$ cat src/rtl/serializer_arb_pkg.sv
// Shared types and defaults for the serializer round-robin scheduler.
//   arb_state_e : scheduler FSM states
//   DATA_W_DEF  : default serializer word width
//   MOD_W_DEF   : default length field width
//   MOD_FULL    : length encoding meaning "all DATA_W bits"
package serializer_arb_pkg;

    localparam int unsigned DATA_W_DEF = 16;
    localparam int unsigned MOD_W_DEF  = 4;
    localparam int unsigned MOD_FULL   = 0;

    typedef enum logic [1:0] {
        IDLE      = 2'd0,
        LAUNCH    = 2'd1,
        WAIT_BUSY = 2'd2,
        WAIT_DONE = 2'd3
    } arb_state_e;

endpackage

$ cat src/rtl/serializer_arb_rr_pick.sv
// Combinational round-robin selector.
//   elig_i : eligible requester vector
//   ptr_i  : highest-priority index for this pick
//   gnt_o  : one-hot grant (zero when nothing is eligible)
//   idx_o  : binary index of the granted requester
//   any_o  : at least one requester is eligible
module serializer_arb_rr_pick
    import serializer_arb_pkg::*;
#(
    parameter int unsigned N_REQ = 4,
    parameter int unsigned ID_W  = 2
) (
    input  logic [N_REQ-1:0] elig_i,
    input  logic [ID_W-1:0]  ptr_i,
    output logic [N_REQ-1:0] gnt_o,
    output logic [ID_W-1:0]  idx_o,
    output logic             any_o
);

    // One spare bit so ptr + offset can exceed N_REQ-1 before wrapping.
    localparam int unsigned SUM_W = ID_W + 1;

    logic [SUM_W-1:0] pos;
    logic             found;

    // Walk the requesters starting at the pointer; first eligible one wins.
    always_comb begin
        gnt_o = '0;
        idx_o = '0;
        found = 1'b0;
        pos   = '0;
        for (int i = 0; i < int'(N_REQ); i++) begin
            pos = {1'b0, ptr_i} + SUM_W'(i);
            if (pos >= SUM_W'(N_REQ)) begin
                pos = pos - SUM_W'(N_REQ);
            end
            if (!found && elig_i[pos[ID_W-1:0]]) begin
                found                  = 1'b1;
                gnt_o[pos[ID_W-1:0]]   = 1'b1;
                idx_o                  = pos[ID_W-1:0];
            end
        end
        any_o = found;
    end

endmodule

$ cat src/rtl/serializer_arb.sv
// Round-robin scheduler sharing one serializer between N_REQ requesters.
// A word is accepted with a one-cycle ready strobe, launched with a
// one-cycle ser_val_o pulse, and the next grant waits until the
// serializer has raised and dropped ser_busy_i (or the launch timed out).
//   clk_i, srst_i       : clock, synchronous active-low reset
//   en_i                : per-requester enable mask
//   req_data_i/mod_i    : flattened requester words / lengths
//   req_val_i           : requester valid
//   req_ready_o         : one-hot accept strobe (combinational, IDLE only)
//   ser_data_o/mod_o    : word and length to the serializer (held)
//   ser_val_o           : one-cycle launch pulse
//   ser_busy_i          : serializer busy
//   grant_id_o/val_o    : owner of the serial line
//   drop_o              : launch produced no busy in time
//   busy_o              : scheduler not idle
module serializer_arb
    import serializer_arb_pkg::*;
#(
    parameter int unsigned N_REQ   = 4,
    parameter int unsigned DATA_W  = DATA_W_DEF,
    parameter int unsigned MOD_W   = MOD_W_DEF,
    parameter int unsigned BUSY_TO = 3,
    localparam int unsigned ID_W   = $clog2(N_REQ)
) (
    input  logic                    clk_i,
    input  logic                    srst_i,
    input  logic [N_REQ-1:0]        en_i,
    input  logic [N_REQ*DATA_W-1:0] req_data_i,
    input  logic [N_REQ*MOD_W-1:0]  req_mod_i,
    input  logic [N_REQ-1:0]        req_val_i,
    output logic [N_REQ-1:0]        req_ready_o,
    output logic [DATA_W-1:0]       ser_data_o,
    output logic [MOD_W-1:0]        ser_mod_o,
    output logic                    ser_val_o,
    input  logic                    ser_busy_i,
    output logic [ID_W-1:0]         grant_id_o,
    output logic                    grant_val_o,
    output logic                    drop_o,
    output logic                    busy_o
);

    localparam int unsigned CNT_W = $clog2(BUSY_TO + 1);

    arb_state_e         state_q;
    logic [ID_W-1:0]    ptr_q;
    logic [ID_W-1:0]    ptr_d;
    logic [ID_W-1:0]    id_q;
    logic [CNT_W-1:0]   cnt_q;
    logic [DATA_W-1:0]  data_q;
    logic [MOD_W-1:0]   mod_q;
    logic               ser_val_q;
    logic               gval_q;
    logic               drop_q;
    logic               busy_q;

    logic [N_REQ-1:0]   elig_c;
    logic [N_REQ-1:0]   pick_gnt;
    logic [ID_W-1:0]    pick_idx;
    logic               pick_any;
    logic               launch_c;
    logic               timeout_c;
    logic [DATA_W-1:0]  sel_data_c;
    logic [MOD_W-1:0]   sel_mod_c;

    assign elig_c = req_val_i & en_i;

    serializer_arb_rr_pick #(
        .N_REQ (N_REQ),
        .ID_W  (ID_W)
    ) u_rr_pick (
        .elig_i (elig_c),
        .ptr_i  (ptr_q),
        .gnt_o  (pick_gnt),
        .idx_o  (pick_idx),
        .any_o  (pick_any)
    );

    // Grant only from IDLE, out of reset, with the serializer free.
    assign launch_c    = (state_q == IDLE) && srst_i && !ser_busy_i && pick_any;
    assign req_ready_o = launch_c ? pick_gnt : '0;

    // Pointer moves to the requester after the winner.
    assign ptr_d = (pick_idx == ID_W'(N_REQ - 1)) ? '0 : pick_idx + ID_W'(1);

    // Drop decision is taken so that drop_o lands exactly BUSY_TO cycles
    // after the ser_val_o pulse (BUSY_TO >= 2 assumed).
    assign timeout_c = (32'(cnt_q) + 32'd2) >= BUSY_TO;

    // Select the winner's word and length.
    always_comb begin
        sel_data_c = '0;
        sel_mod_c  = '0;
        for (int k = 0; k < int'(N_REQ); k++) begin
            if (pick_idx == ID_W'(k)) begin
                sel_data_c = req_data_i[k*DATA_W +: DATA_W];
                sel_mod_c  = req_mod_i[k*MOD_W +: MOD_W];
            end
        end
    end

    // Scheduler FSM with registered outputs.
    always_ff @(posedge clk_i) begin
        if (!srst_i) begin
            state_q   <= IDLE;
            ptr_q     <= '0;
            id_q      <= '0;
            cnt_q     <= '0;
            data_q    <= '0;
            mod_q     <= '0;
            ser_val_q <= 1'b0;
            gval_q    <= 1'b0;
            drop_q    <= 1'b0;
            busy_q    <= 1'b0;
        end else begin
            ser_val_q <= 1'b0;
            drop_q    <= 1'b0;
            unique case (state_q)
                IDLE: begin
                    if (launch_c) begin
                        data_q    <= sel_data_c;
                        mod_q     <= sel_mod_c;
                        id_q      <= pick_idx;
                        ptr_q     <= ptr_d;
                        ser_val_q <= 1'b1;
                        gval_q    <= 1'b1;
                        busy_q    <= 1'b1;
                        state_q   <= LAUNCH;
                    end
                end
                LAUNCH: begin
                    cnt_q   <= '0;
                    state_q <= WAIT_BUSY;
                end
                WAIT_BUSY: begin
                    if (ser_busy_i) begin
                        state_q <= WAIT_DONE;
                    end else if (timeout_c) begin
                        drop_q  <= 1'b1;
                        gval_q  <= 1'b0;
                        busy_q  <= 1'b0;
                        state_q <= IDLE;
                    end else begin
                        cnt_q <= cnt_q + CNT_W'(1);
                    end
                end
                WAIT_DONE: begin
                    if (!ser_busy_i) begin
                        gval_q  <= 1'b0;
                        busy_q  <= 1'b0;
                        state_q <= IDLE;
                    end
                end
                default: begin
                    state_q <= IDLE;
                end
            endcase
        end
    end

    assign ser_data_o  = data_q;
    assign ser_mod_o   = mod_q;
    assign ser_val_o   = ser_val_q;
    assign grant_id_o  = id_q;
    assign grant_val_o = gval_q;
    assign drop_o      = drop_q;
    assign busy_o      = busy_q;

endmodule

$ cat config.mk
export PLATFORM = sky130hd
export DESIGN_NAME = serializer_arb
export DESIGN_NICKNAME = d
export VERILOG_FILES = /design/src/rtl/serializer_arb_pkg.sv /design/src/rtl/serializer_arb_rr_pick.sv /design/src/rtl/serializer_arb.sv
export SDC_FILE = /design/constraint.sdc
export NUM_CORES = 1
export LEC_CHECK = 0
export CAP_MARGIN = 20
export CELL_PAD_IN_SITES_DETAIL_PLACEMENT = 1
export CELL_PAD_IN_SITES_GLOBAL_PLACEMENT = 2
export CORE_AREA = 3 3 108 110
export CTS_BUF_LIST = sky130_fd_sc_hd__clkbuf_4
export DETAILED_ROUTE_END_ITERATION = 8
export DIE_AREA = 0 0 111 113
export PLACE_DENSITY = 0.85
export REMOVE_ABC_BUFFERS = 1
export SETUP_SLACK_MARGIN = 0.4
export SLEW_MARGIN = 0
export SYNTH_ARGS = -nofsm -noshare
export SYNTH_HDL_FRONTEND = slang
export SYNTH_SLANG_ARGS = --single-unit
export TNS_END_PERCENT = 100
$ cat constraint.sdc
create_clock -name clk_i -period 4.1 [get_ports clk_i]
set_clock_uncertainty 0.05 [all_clocks]
set_input_delay 0.615 -clock clk_i [delete_from_list [all_inputs] [get_ports clk_i]]
set_output_delay 0.615 -clock clk_i [all_outputs]
set_load 0.1 [all_outputs]
==> reports/metrics.csv <==
stage;metric;value;unit
status;status;finished, final reports clean;
power;Power per Cell Area;528;mW/mm2
logic_synthesis;post-synthesis sequential area ratio;27.5;%
logic_synthesis;dominant synthesized flop cell;dfxtp_1;
detailed_routing;final antenna-violating net count;0;
power;Tot Pwr;1980;uW
worst_hold_path;HP Class;reg -> reg;
timing;fin. max-slew vios;0;
setup_path;crit path max fanout;8;
timing;fin crit period;3.48;ns
cts;total clock buffers created by CTS;5;
die;Chip Width;111;um
grt;total gr overflow;0;
cts;H-tree depth;2;
timing;slew margin rel.;32.6;%
detailed_routing;post-DR wirelength/cell;15.3;um
finish;Area Growth Syn to Fin;66.3;%
timing;fmax;0.288;GHz
logic_synthesis;post-synthesis cell area;0.00225;mm2
die;die area;0.0125;mm2
grt;gr usage total;12.7;%
setup_path;Critical Path Sink Type;primary output;
grt;number of global-route vias before repair;2630;
place;gpl congestion;0.781;
grt;largest net degree at the start of global routing;41;
logic_synthesis;number of synthesized register bits;31;
place;dpl hpwl;6440;um
setup_path;arrival time worst endpoint;2.81;ns
logic_synthesis;Post-Syn Instances;279;
cts;CTS tree;built;
place;dpl ws;0.0164;ns
logic_synthesis;Post-synth ARST share;0;%
timing;unrepaired setup endpoints after global routing;no;
grt;initial antenna violation count;1;
finish;Final nets;506;
job;MaxCap Viol Count;0;
setup_path;reg2reg start;ptr_q[0];
finish;fillers;1281;
timing;final worst-path cycle share;84.8;%
grt;first-pass GRT wire length;13200;um
cts;clock latency on the worst-skew pair;0.34;ns
cts;clk buf depth;2;
cts;Reg clk slew, reported paths;0.12;ns
cts;clk sinks;31;
die;row count;38;
detailed_routing;drc violations;0;
logic_synthesis;syn_area_per_cell;8.08;um2
detailed_routing;Vias/cell;4.83;
timing;endpoints failing setup;0;
logic_synthesis;Post-synth EDFFs;0;
worst_hold_path;hold path startpoint;state_q[1];
timing;Hold Violations, Final;0;
timing;final worst setup slack;0.623;ns
detailed_routing;initial DRC count;51;
logic_synthesis;yosys warns;0;
cts;post-CTS setup repair buffer count;0;
logic_synthesis;distinct cell type count after synthesis;45;
die;Core Area;0.0108;mm2
die;Initial Util;20.9;%
setup_path;Worst Path Required;3.43;ns
finish;Final Core Density;34.7;%
detailed_routing;Total Routed Length;8230;um
setup_path;Critical Path Start Type;input pin;
place;PortBufs;120;
timing;worst slew pin tran;1.01;ns
die;Die Y;113;um
detailed_routing;DRT Pass-1 Iters;4;
setup_path;Setup CP Type;in -> out;
finish;share of layout cells above drive strength 1;9.55;%
timing;worst hold margin;0.470;ns
finish;n_diodes;0;
die;I/O pin count;121;
setup_path;worst setup path start;req_val_i[0];
cts;root buf cell;clkbuf_4;
power;VDD IR max;213;uV
power;P_leak;0.00138;uW
detailed_routing;total number of vias;2596;
==> cell usage after synthesis (3+ instances only) <==
cell type / instances / share of area [%]
a21oi_1: 47 / 10
dfxtp_1: 31 / 28
a221oi_1: 24 / 9.3
nor3_1: 24 / 5.3
o21ai_0: 24 / 5.3
nor2b_1: 22 / 6.1
ha_1: 18 / 10
clkbuf_1: 14 / 2.3
nand2_1: 11 / 1.8
inv_1: 8 / 1.3
buf_1: 5 / 0.83
o22ai_1: 4 / 1.1
and2_1: 3 / 0.83
mux4_2: 3 / 3.0
nand3_1: 3 / 0.67
==> cells in the final DEF, fill, tap and decap left out, types with 3 or more instances in the layout <==
cell type / n
nor2b_1: 21
buf_12: 4
nor3_1: 24
mux4_2: 3
clkdlybuf4s50_1: 116
a221oi_1: 24
nand3_1: 3
buf_4: 14
o22ai_1: 4
clkbuf_4: 5
and2_1: 3
inv_1: 8
ha_1: 18
nand2_1: 11
o21ai_0: 24
dfxtp_1: 31
a21oi_1: 47
==> repair_timing <==
item | 4_1_cts | 5_1_grt
hold endpoints to repair | 0 | 0
hold buffers | 0 | 0
endpoints found under the setup margin | 1 | 0
gates resized for setup | 1 | 0
==> flip-flops by register name (all words and copies together) (netlist names) <==
register and count:
grant_id_o 2, cnt_q 2, ser_val_o 1, state_q 2, ser_data_o 16, busy_o 1, ptr_q 2, drop_o 1
ser_mod_o 4
==> stage by stage <==
| stage | instance area (um2) | cells | TNS, ns |
|---|---|---|---|
| after detailed placement | 3670 | 530 | 0 |
| after global placement | 3670 | 530 | 0 |
| after floorplan | 2150 | 256 | -1.16 |
| final | 3750 | 538 | 0 |
| after CTS | 3750 | 538 | 0 |
| after global routing | 3750 | 538 | 0 |
==> layer usage <==
| metal | GRT usage (%) | up-vias | share of wire, % |
|---|---|---|---|
| met1 | 15.8 | 1204 | 44 |
| met5 | 0 | - | 0.11 |
| met3 | 5.19 | 9 | 8.8 |
| met2 | 21.1 | 99 | 46 |
| met4 | 1.56 | 2 | 0.62 |
| li1 | - | 1282 | - |
==> power breakdown <==
| group | switching (uW) | internal, uW | leakage, uW | total (uW) |
|---|---|---|---|---|
| clock network | 109 | 125 | 0.0000426 | 234 |
| registers | 34.3 | 351 | 0.000253 | 385 |
| logic | 852 | 507 | 0.00108 | 1360 |
| total | 995 | 983 | 0.00138 | 1980 |
==> cells by family after synthesis <==
family                   count (synthesis)  share of synthesized area (%)
buffers and inverters                   33                           6.60
flip-flops                              31                           27.5
multiplexers                             5                           4.61
adder cells (fa/ha/maj)                 18                           9.99
AO/OA/AOI/OAI                          117                           32.9
AND/OR/NAND/NOR                         75                           18.4
==> cell type report <==
cell class	instances	area, um2	share of cell area (%)
flip-flops and latches	31	621	16.6
well taps	140	175	4.67
inverters	10	42.5	1.13
repair buffers	134	1350	35.9
clock buffers	5	37.5	1.00
clock inverters	3	38.8	1.03
multi-input cells	215	1490	39.7
==> path summary, 6_finish.rpt <==
check	endpoint	slack [ns]	cells past startpoint
worst max-delay path	req_ready_o[3]	0.62	9
worst min-delay path	state_q[1]	0.47	2
worst max register to register	ser_data_o[1]	0.87	12
worst min register to register	state_q[1]	0.47	2
==> worst max-delay path, stage by stage <==
cell and delay, ns:
clkdlybuf4s50_1 0.48, nand2_2 0.07, buf_4 0.15, mux4_1 0.52
buf_4 0.19, nand2_1 0.15, a221oi_1 0.07, nor3_1 0.33
buf_12 0.23
(Power assumes the default switching activity.)
